===== config.mk =====
export PLATFORM = sky130hd
export DESIGN_NAME = page_table_walker_flat
export DESIGN_NICKNAME = d
export VERILOG_FILES = /design/src/rtl/page_table_walker_if.sv /design/src/rtl/page_table_walker.sv /design/src/flat_wrapper.sv
export SDC_FILE = /design/constraint.sdc
export NUM_CORES = 1
export LEC_CHECK = 0
export CAP_MARGIN = 10
export CORE_MARGIN = 4
export CORE_UTILIZATION = 35
export CTS_CLUSTER_DIAMETER = 60
export CTS_CLUSTER_SIZE = 30
export DETAILED_ROUTE_END_ITERATION = 7
export DONT_BUFFER_PORTS = 1
export GPL_ROUTABILITY_DRIVEN = 0
export HOLD_SLACK_MARGIN = 0.02
export RECOVER_POWER = 100
export SYNTH_ARGS = -nofsm -noshare
export SYNTH_HDL_FRONTEND = slang
export SYNTH_SLANG_ARGS = --single-unit

===== constraint.sdc =====
create_clock -name clk -period 5.2 [get_ports clk]
set_input_delay 1.56 -clock clk [delete_from_list [all_inputs] [get_ports clk]]
set_output_delay 1.56 -clock clk [all_outputs]
set_load 0.005 [all_outputs]

===== src/rtl/page_table_walker_if.sv =====
// Walker bus bundle: miss request, PTE read port, tag-RAM fill port and completion.
// master: the walker side; slave: requester / memory / tag-RAM side.
// Ports: req_*, root_ppn (miss request), mem_* (PTE read), fill_* (tag RAM), done/fault.
interface page_table_walker_if #(
    parameter int TAG_RAM_ADDR_WIDTH = 6,
    parameter int TAG_WIDTH          = 20,
    parameter int PAYLOAD_WIDTH      = 32
);
    logic                          req_valid;
    logic                          req_ready;
    logic [19:0]                   req_vpn;
    logic [19:0]                   root_ppn;
    logic                          mem_req_valid;
    logic                          mem_req_ready;
    logic [31:0]                   mem_addr;
    logic                          mem_resp_valid;
    logic [31:0]                   mem_rdata;
    logic                          fill_valid;
    logic                          fill_we;
    logic [TAG_RAM_ADDR_WIDTH-1:0] fill_idx;
    logic [TAG_WIDTH-1:0]          fill_tag;
    logic [PAYLOAD_WIDTH-1:0]      fill_payload;
    logic                          done;
    logic                          fault;

    modport master (
        input  req_valid, req_vpn, root_ppn, mem_req_ready, mem_resp_valid, mem_rdata,
        output req_ready, mem_req_valid, mem_addr,
        output fill_valid, fill_we, fill_idx, fill_tag, fill_payload, done, fault
    );

    modport slave (
        output req_valid, req_vpn, root_ppn, mem_req_ready, mem_resp_valid, mem_rdata,
        input  req_ready, mem_req_valid, mem_addr,
        input  fill_valid, fill_we, fill_idx, fill_tag, fill_payload, done, fault
    );
endinterface


===== src/rtl/page_table_walker.sv =====
// Two-level page-table walker: reads L1 (and L0 if pointed to) PTEs, then fills the tag RAM or faults.
// Latency: done 3 cycles after accept for L1 leaf/fault, 5 for a two-level walk (no memory stalls).
// Backpressure: one read outstanding; mem_addr held while mem_req_ready is low; req_ready low while busy.
// Ports: clk, reset (async, active-high), bus (page_table_walker_if.master). All outputs registered.
module page_table_walker #(
    parameter int TAG_RAM_ADDR_WIDTH = 6,
    parameter int TAG_WIDTH          = 20,
    parameter int PAYLOAD_WIDTH      = 32
) (
    input  logic                  clk,
    input  logic                  reset,
    page_table_walker_if.master   bus
);
    typedef enum logic [2:0] {
        S_IDLE,
        S_L1_REQ,
        S_L1_WAIT,
        S_L0_REQ,
        S_L0_WAIT,
        S_DONE
    } state_t;

    state_t                        state_q;
    logic [19:0]                   vpn_q;
    logic                          req_ready_q;
    logic                          mem_req_valid_q;
    logic [31:0]                   mem_addr_q;
    logic                          fill_valid_q;
    logic                          fill_we_q;
    logic [TAG_RAM_ADDR_WIDTH-1:0] fill_idx_q;
    logic [TAG_WIDTH-1:0]          fill_tag_q;
    logic [PAYLOAD_WIDTH-1:0]      fill_payload_q;
    logic                          done_q;
    logic                          fault_q;

    // PTE decode of the response word; only consumed in the WAIT states.
    logic        pte_v, pte_r, pte_w, pte_x;
    logic        pte_bad_d;
    logic        pte_ptr_d;
    logic        descend_d;
    logic        fault_d;
    logic [19:0] leaf_ppn_d;

    always_comb begin
        pte_v      = bus.mem_rdata[0];
        pte_r      = bus.mem_rdata[1];
        pte_w      = bus.mem_rdata[2];
        pte_x      = bus.mem_rdata[3];
        pte_bad_d  = !pte_v || (pte_w && !pte_r);
        pte_ptr_d  = pte_v && !pte_r && !pte_w && !pte_x;
        descend_d  = 1'b0;
        fault_d    = 1'b0;
        leaf_ppn_d = bus.mem_rdata[31:12];
        if (pte_bad_d) begin
            fault_d = 1'b1;
        end else if (pte_ptr_d) begin
            // A pointer is only legal at L1; at L0 there is no further level.
            if (state_q == S_L1_WAIT) descend_d = 1'b1;
            else                      fault_d   = 1'b1;
        end else if (state_q == S_L1_WAIT) begin
            // Superpage leaf: low PPN bits must be zero, VPN0 supplies them instead.
            if (bus.mem_rdata[21:12] != 10'd0) fault_d = 1'b1;
            else leaf_ppn_d = {bus.mem_rdata[31:22], vpn_q[9:0]};
        end
    end

    always_ff @(posedge clk or posedge reset) begin
        if (reset) begin
            state_q         <= S_IDLE;
            vpn_q           <= '0;
            req_ready_q     <= 1'b1;
            mem_req_valid_q <= 1'b0;
            mem_addr_q      <= '0;
            fill_valid_q    <= 1'b0;
            fill_we_q       <= 1'b0;
            fill_idx_q      <= '0;
            fill_tag_q      <= '0;
            fill_payload_q  <= '0;
            done_q          <= 1'b0;
            fault_q         <= 1'b0;
        end else begin
            case (state_q)
                S_IDLE: begin
                    if (bus.req_valid) begin
                        // root_ppn is only needed for the L1 address, so it is
                        // captured directly into the held request address.
                        vpn_q           <= bus.req_vpn;
                        mem_addr_q      <= {bus.root_ppn, bus.req_vpn[19:10], 2'b00};
                        mem_req_valid_q <= 1'b1;
                        req_ready_q     <= 1'b0;
                        state_q         <= S_L1_REQ;
                    end
                end
                S_L1_REQ, S_L0_REQ: begin
                    if (bus.mem_req_ready) begin
                        mem_req_valid_q <= 1'b0;
                        state_q         <= (state_q == S_L1_REQ) ? S_L1_WAIT : S_L0_WAIT;
                    end
                end
                S_L1_WAIT, S_L0_WAIT: begin
                    if (bus.mem_resp_valid) begin
                        if (descend_d) begin
                            mem_addr_q      <= {bus.mem_rdata[31:12], vpn_q[9:0], 2'b00};
                            mem_req_valid_q <= 1'b1;
                            state_q         <= S_L0_REQ;
                        end else begin
                            done_q       <= 1'b1;
                            fault_q      <= fault_d;
                            fill_valid_q <= !fault_d;
                            fill_we_q    <= !fault_d;
                            if (!fault_d) begin
                                fill_idx_q     <= vpn_q[TAG_RAM_ADDR_WIDTH-1:0];
                                fill_tag_q     <= vpn_q;
                                fill_payload_q <= {leaf_ppn_d, bus.mem_rdata[11:0]};
                            end
                            state_q <= S_DONE;
                        end
                    end
                end
                S_DONE: begin
                    done_q       <= 1'b0;
                    fault_q      <= 1'b0;
                    fill_valid_q <= 1'b0;
                    fill_we_q    <= 1'b0;
                    req_ready_q  <= 1'b1;
                    state_q      <= S_IDLE;
                end
                default: state_q <= S_IDLE;
            endcase
        end
    end

    assign bus.req_ready     = req_ready_q;
    assign bus.mem_req_valid = mem_req_valid_q;
    assign bus.mem_addr      = mem_addr_q;
    assign bus.fill_valid    = fill_valid_q;
    assign bus.fill_we       = fill_we_q;
    assign bus.fill_idx      = fill_idx_q;
    assign bus.fill_tag      = fill_tag_q;
    assign bus.fill_payload  = fill_payload_q;
    assign bus.done          = done_q;
    assign bus.fault         = fault_q;
endmodule


===== src/flat_wrapper.sv =====
// flat-port wrapper written by rule: the top's interface ports become plain ports
module page_table_walker_flat 
#(
    parameter int TAG_RAM_ADDR_WIDTH = 6,
    parameter int TAG_WIDTH          = 20,
    parameter int PAYLOAD_WIDTH      = 32
)
  (clk, reset, bus_req_valid, bus_req_vpn, bus_root_ppn, bus_mem_req_ready, bus_mem_resp_valid, bus_mem_rdata, bus_req_ready, bus_mem_req_valid, bus_mem_addr, bus_fill_valid, bus_fill_we, bus_fill_idx, bus_fill_tag, bus_fill_payload, bus_done, bus_fault);
  page_table_walker_if #(.TAG_RAM_ADDR_WIDTH(TAG_RAM_ADDR_WIDTH), .TAG_WIDTH(TAG_WIDTH), .PAYLOAD_WIDTH(PAYLOAD_WIDTH)) bus_i ();
  input  logic clk;
  input  logic reset;
  input wire logic [$bits(bus_i.req_valid)-1:0] bus_req_valid;
  input wire logic [$bits(bus_i.req_vpn)-1:0] bus_req_vpn;
  input wire logic [$bits(bus_i.root_ppn)-1:0] bus_root_ppn;
  input wire logic [$bits(bus_i.mem_req_ready)-1:0] bus_mem_req_ready;
  input wire logic [$bits(bus_i.mem_resp_valid)-1:0] bus_mem_resp_valid;
  input wire logic [$bits(bus_i.mem_rdata)-1:0] bus_mem_rdata;
  output wire logic [$bits(bus_i.req_ready)-1:0] bus_req_ready;
  output wire logic [$bits(bus_i.mem_req_valid)-1:0] bus_mem_req_valid;
  output wire logic [$bits(bus_i.mem_addr)-1:0] bus_mem_addr;
  output wire logic [$bits(bus_i.fill_valid)-1:0] bus_fill_valid;
  output wire logic [$bits(bus_i.fill_we)-1:0] bus_fill_we;
  output wire logic [$bits(bus_i.fill_idx)-1:0] bus_fill_idx;
  output wire logic [$bits(bus_i.fill_tag)-1:0] bus_fill_tag;
  output wire logic [$bits(bus_i.fill_payload)-1:0] bus_fill_payload;
  output wire logic [$bits(bus_i.done)-1:0] bus_done;
  output wire logic [$bits(bus_i.fault)-1:0] bus_fault;
  assign bus_i.req_valid = bus_req_valid;
  assign bus_i.req_vpn = bus_req_vpn;
  assign bus_i.root_ppn = bus_root_ppn;
  assign bus_i.mem_req_ready = bus_mem_req_ready;
  assign bus_i.mem_resp_valid = bus_mem_resp_valid;
  assign bus_i.mem_rdata = bus_mem_rdata;
  assign bus_req_ready = bus_i.req_ready;
  assign bus_mem_req_valid = bus_i.mem_req_valid;
  assign bus_mem_addr = bus_i.mem_addr;
  assign bus_fill_valid = bus_i.fill_valid;
  assign bus_fill_we = bus_i.fill_we;
  assign bus_fill_idx = bus_i.fill_idx;
  assign bus_fill_tag = bus_i.fill_tag;
  assign bus_fill_payload = bus_i.fill_payload;
  assign bus_done = bus_i.done;
  assign bus_fault = bus_i.fault;
  page_table_walker #(.TAG_RAM_ADDR_WIDTH(TAG_RAM_ADDR_WIDTH), .TAG_WIDTH(TAG_WIDTH), .PAYLOAD_WIDTH(PAYLOAD_WIDTH)) u_core (.clk(clk), .reset(reset), .bus(bus_i));
endmodule

== Word-level counts from Yosys, hierarchy flattened ==
Index checks and enable logic that the tools add are counted.
Operators by class
  equality and inequality tests: 10
  bitwise logic cells: 2
  reduce and logical (&&, ||, !) cells: 25
  muxes and demuxes: 38
Operator list (count)
  2-to-1 mux 32 bit: 3
  case mux 32 bit (2 select lines): 1
  2-to-1 mux 10 bit: 4
  2-to-1 mux 1 bit: 19
  2-to-1 mux 3 bit: 5
  nonzero test 10 bit: 1
  case mux 3 bit (3 select lines): 1
  != test 2 bit, second input constant: 4
  case mux 1 bit (2 select lines): 4
  AND reduction 4 bit: 2
  == test 3 x 2 -> 1 bit, second input constant: 2
  == test 3 bit, second input constant: 2
  AND reduction 3 bit: 2
  nonzero test 2 bit: 3
  zero test 1 bit: 5
  AND reduction 5 bit: 1
  logical AND 1 bit: 4
  AND reduction 2 bit: 2
  OR reduction 2 bit: 2
  == test 3 x 1 -> 1 bit, second input constant: 1
  zero test 3 bit: 1
  case mux 1 bit (3 select lines): 1
  nonzero test 3 bit: 1
  != test 2 x 1 -> 1 bit, second input constant: 1
  other kinds (2): 3
Word-level totals
  register bits after elaboration: 118
  output and inout port bits: 96
  input bits: 77
  logic and storage cells: 86

== Depth between registers and ports, before layout ==
  word-level depth: 10
  depth in mapped cells: 6
  mapped depth without buffers: 4

== Worst setup path after synthesis ==
Ideal clock, no wire load.
  kind: in2reg
  start point: input port bus_mem_rdata[21]
  end point: register u_core.fill_payload_q[1] (netlist: u_core.bus.fill_payload[1])
  path slack: 1.887 ns
  arrival time: 3.188 ns
  data required time: 5.075 ns
  library setup time: 0.125 ns
  stages: 5
  cell sequence: nor4_2 > nand4_1 > a2111oi_4 > buf_6 > mux2_4
Between the ends
  cells in the longest elaborated chain, start to end: 7
RTL lines
  start: declaration: RTL line flat_wrapper.sv:17  | input wire logic [$bits(bus_i.mem_rdata)-1:0] bus_mem_rdata;
  nonzero test 10 bit: RTL line page_table_walker.sv:62  | if (bus.mem_rdata[21:12] != 10'd0) fault_d = 1'b1;
  2-to-1 mux 1 bit: RTL line page_table_walker.sv:62
  2-to-1 mux 1 bit: RTL line page_table_walker.sv:60  | end else if (state_q == S_L1_WAIT) begin
  2-to-1 mux 1 bit: RTL line page_table_walker.sv:56  | end else if (pte_ptr_d) begin
  2-to-1 mux 1 bit: RTL line page_table_walker.sv:54  | if (pte_bad_d) begin
  inverter 1 bit (no line)
  AND reduction 4 bit (no line)
  end signal: assignment: RTL line page_table_walker.sv:114  | fill_payload_q <= {leaf_ppn_d, bus.mem_rdata[11:0]};
  end: declaration: RTL line page_table_walker.sv:32  | logic [PAYLOAD_WIDTH-1:0] fill_payload_q;
Every way passes these cells.
A chain may end at the register's enable or synchronous reset.

== Worst setup path after layout ==
  start point: input port bus_mem_rdata[21]
  end point: register u_core.fill_tag_q[12] (netlist: u_core.bus.fill_tag[12])
Between the ends
  cells in the longest elaborated chain, start to end: 7
RTL lines
  nonzero test 10 bit: RTL line page_table_walker.sv:62
  2-to-1 mux 1 bit: RTL line page_table_walker.sv:62
  2-to-1 mux 1 bit: RTL line page_table_walker.sv:60
  2-to-1 mux 1 bit: RTL line page_table_walker.sv:56
  2-to-1 mux 1 bit: RTL line page_table_walker.sv:54
  inverter 1 bit (no line)
  AND reduction 4 bit (no line)
  end signal: assignment: RTL line page_table_walker.sv:113  | fill_tag_q <= vpn_q;
  end: declaration: RTL line page_table_walker.sv:31  | logic [TAG_WIDTH-1:0] fill_tag_q;
Every way passes these cells.

==> results.md <==
* CTS clk-pin slew, worst paths at about 70 ps
* Vias/cell at 5.34
* Max Cap Viol at 0
* CTS sink count at 110
* Hold Vio Cnt, Final at 0
* Layout area overhead at 4.23%
* Setup crit start kind: primary input
* Ys async rst share at 100%
* DR WL/cell at 23.3 um
* Register area share after synthesis at 55.0%
* PnR worst setup slack at 1380 ps
* Worst endpoint data arrival time at 4050 ps
* First-pass GRT wire length at 18300 um
* Dpl cells at around 490
* Worst path required time at about 5400 ps
* Final global-route overflow total at 0
* Crit. End Element: flop
* Post-route ant nets at 0
* R2r startpoint: u_core.state_q[1]
* Hold EP: u_core.bus.fill_tag[19]
* Final min period at around 3800 ps
* Crit path max fanout at 19
* Setup Buffers After CTS at 0
* YS warnings at 0
* Drt total wl at between 10000 and 15000 um
* Commonest cells in the netlist: 109 x dfrtp_1, 81 x mux2_2, 40 x mux2_4
* Root Buffer: clkbuf_16
* Post-CTS resize count at 0
* CTS hold repair buffers at 0
* H-tree depth at 3
* Peak supply drop at between 0.0002 and 0.00025 V
* Achievable Freq at ~260 MHz
* Post-synthesis cell count at 332
* Hold Crit Depth at 1
* Ports at ~170
* Synth top area cells: dfrtp_1 55%, mux2_2 18%, mux2_4 12%
* Leakage at between 2 and 2.5 nW
* R2r worst-path depth at 5
* Clock buffer depth at 2
* Number of antenna violations at the first check in global routing at 1
* Setup Viol. Count Final at 0
* Die X at ~130 um
* Clock latency on the worst-skew pair at roughly 360 ps
* Final Cycle Share at 73.4%
* Finished Layout Cells at 510
* FF+latch count, synth at 110
* Syn_area_per_cell at between 15 and 20 um2
* Hold path start: u_core.vpn_q[19]
* Largest net degree at the start of global routing at about 80
* Row count at 43
* Yosys top cell by area: dfrtp_1
* DP Area at just over 5000 um2
* Filler cell count at 1375
* Post-synth top area share at 54.5%
* Detailed Route Iter0 Violations at between 100 and 150
* Synth Flop Type: dfrtp_1
* Critical path class: primary input to flop
* Finished Cell Area at approximately 5200 um2
* R2R Setup Slk at 1940 ps
* Least-Margin Pin Slew at between 1000 and 1500 ps
* Total power at 3.33 mW
* Final TNS setup at 0 ps
* Max-slew headroom at roughly 21%
* CTS tree: yes
* Most common cell in the netlist: dfrtp_1
* Layout cells sized above 1 at 32.2%
* Vias in the first global route at about 3100
* Place WS at about 1500 ps
* Final Max Slew Viols at 0
* GRT Util Overall at between 10% and 20%
* Status: finished, final reports clean
* DR vias at between 2000 and 3000
* Reg area at between 2000 and 3000 um2
* R2R Path End: u_core.bus.fill_tag[12]
* Area of the multi-input gates at around 1900 um2
* Synth Cell Area at approximately 5000 um2
* Initial DRT Pass Iterations at 4
* Cell area power density at 639 nW/um2
* # DRC at 0
* Die area at around 16000 um2
* Dpl hpwl at roughly 8400 um
* Die height at 128 um
* TritonCTS Buffers at 9
* RSZ-0062 raised after global routing: false
* Core area at 13900 um2
* Port Buffers at 0
* Post-synth EDFFs at 0
* Synth unique cells at 38
* Clock skew at roughly 11 ps
* Layout net count at about 400
* Hold Crit Class: flop to flop
* Starting Density at a little over a third
## worst max-delay path by stage
stage | startpoint | endpoint | slack (ps)
after floorplan | reset | u_core.bus.done | 740
after global placement | bus_mem_rdata[21] | u_core.bus.fill_payload[10] | 1540
after detailed placement | bus_mem_rdata[21] | u_core.bus.fill_payload[11] | 1490
after CTS | bus_mem_rdata[21] | u_core.bus.fill_payload[11] | 1880
after global routing | bus_mem_rdata[21] | u_core.bus.fill_tag[12] | 1070
final | bus_mem_rdata[21] | u_core.bus.fill_tag[12] | 1380
## metrics by stage
stage          hold WS [ps]  utilization (%)
3_5_place_dp            475             36.8
2_1_floorplan           457                -
6_report                493             37.4
5_1_grt                 525             37.4
3_3_place_gp            477             36.8
4_1_cts                 492             38.8
## area by class of cell
type / instances / share of cell area (%)
multi-input cells: 189 / 36.1
repair buffers: 8 / 0.672
well taps: 180 / 4.32
inverters: 6 / 0.480
clock buffers: 9 / 4.32
clock inverters: 7 / 1.22
flip-flops and latches: 110 / 52.8
diodes: 1 / 0.0480
## cells by family (layout without fill, tap and decap cells)
group	after synthesis	in the layout	share of synthesized area (%)
mux	132	132	32.6
simple gates	26	26	3.13
flops	110	110	55.0
other cells	1	3	0.0749
buf+inv	34	30	4.08
compound gates	29	29	5.05
## sequential cells by signal, indices dropped and copies added, names as in the netlist
| signal | flops |
|---|---|
| u_core.bus.mem_req_valid | 1 |
| u_core.state_q | 3 |
| u_core.bus.fill_valid | 1 |
| u_core.vpn_q | 20 |
| u_core.bus.req_ready | 1 |
| u_core.bus.done | 1 |
| u_core.bus.mem_addr | 30 |
| u_core.bus.fault | 1 |
| u_core.bus.fill_payload | 32 |
| u_core.bus.fill_tag | 20 |
## metal layers
metal,global-route usage [%],up-vias,wire [um]
li1,-,1181,-
met1,18.4,1385,4790
met2,22.4,139,5480
met3,7.61,16,1380
met4,5.68,2,208
met5,0,-,13
## critical path, cell delays in order
cell       delay [ps]
nor4_1            420
nand4_1           160
a2111oi_0         590
clkbuf_1          910
mux2_1            400
## cell usage in the layout, fill, tap and decap left out, drive strengths merged, types with 3 or more instances in the layout
master / synthesis / routed
a21o: 3 / 3
a21oi: 3 / 3
a41o: 10 / 10
clkbuf: 7 / 16
dfrtp: 109 / 109
inv: 6 / 11
mux2: 129 / 129
mux2i: 3 / 3
nand2: 5 / 5
nor2: 5 / 5
o21ai: 3 / 3
## report_power, final
part,total [mW],switching (mW),internal (mW)
combinational,0.974,0.410,0.564
clock,0.682,0.345,0.338
sequential,1.68,0.387,1.29
Note: power is estimated with default switching activity, not from simulation.
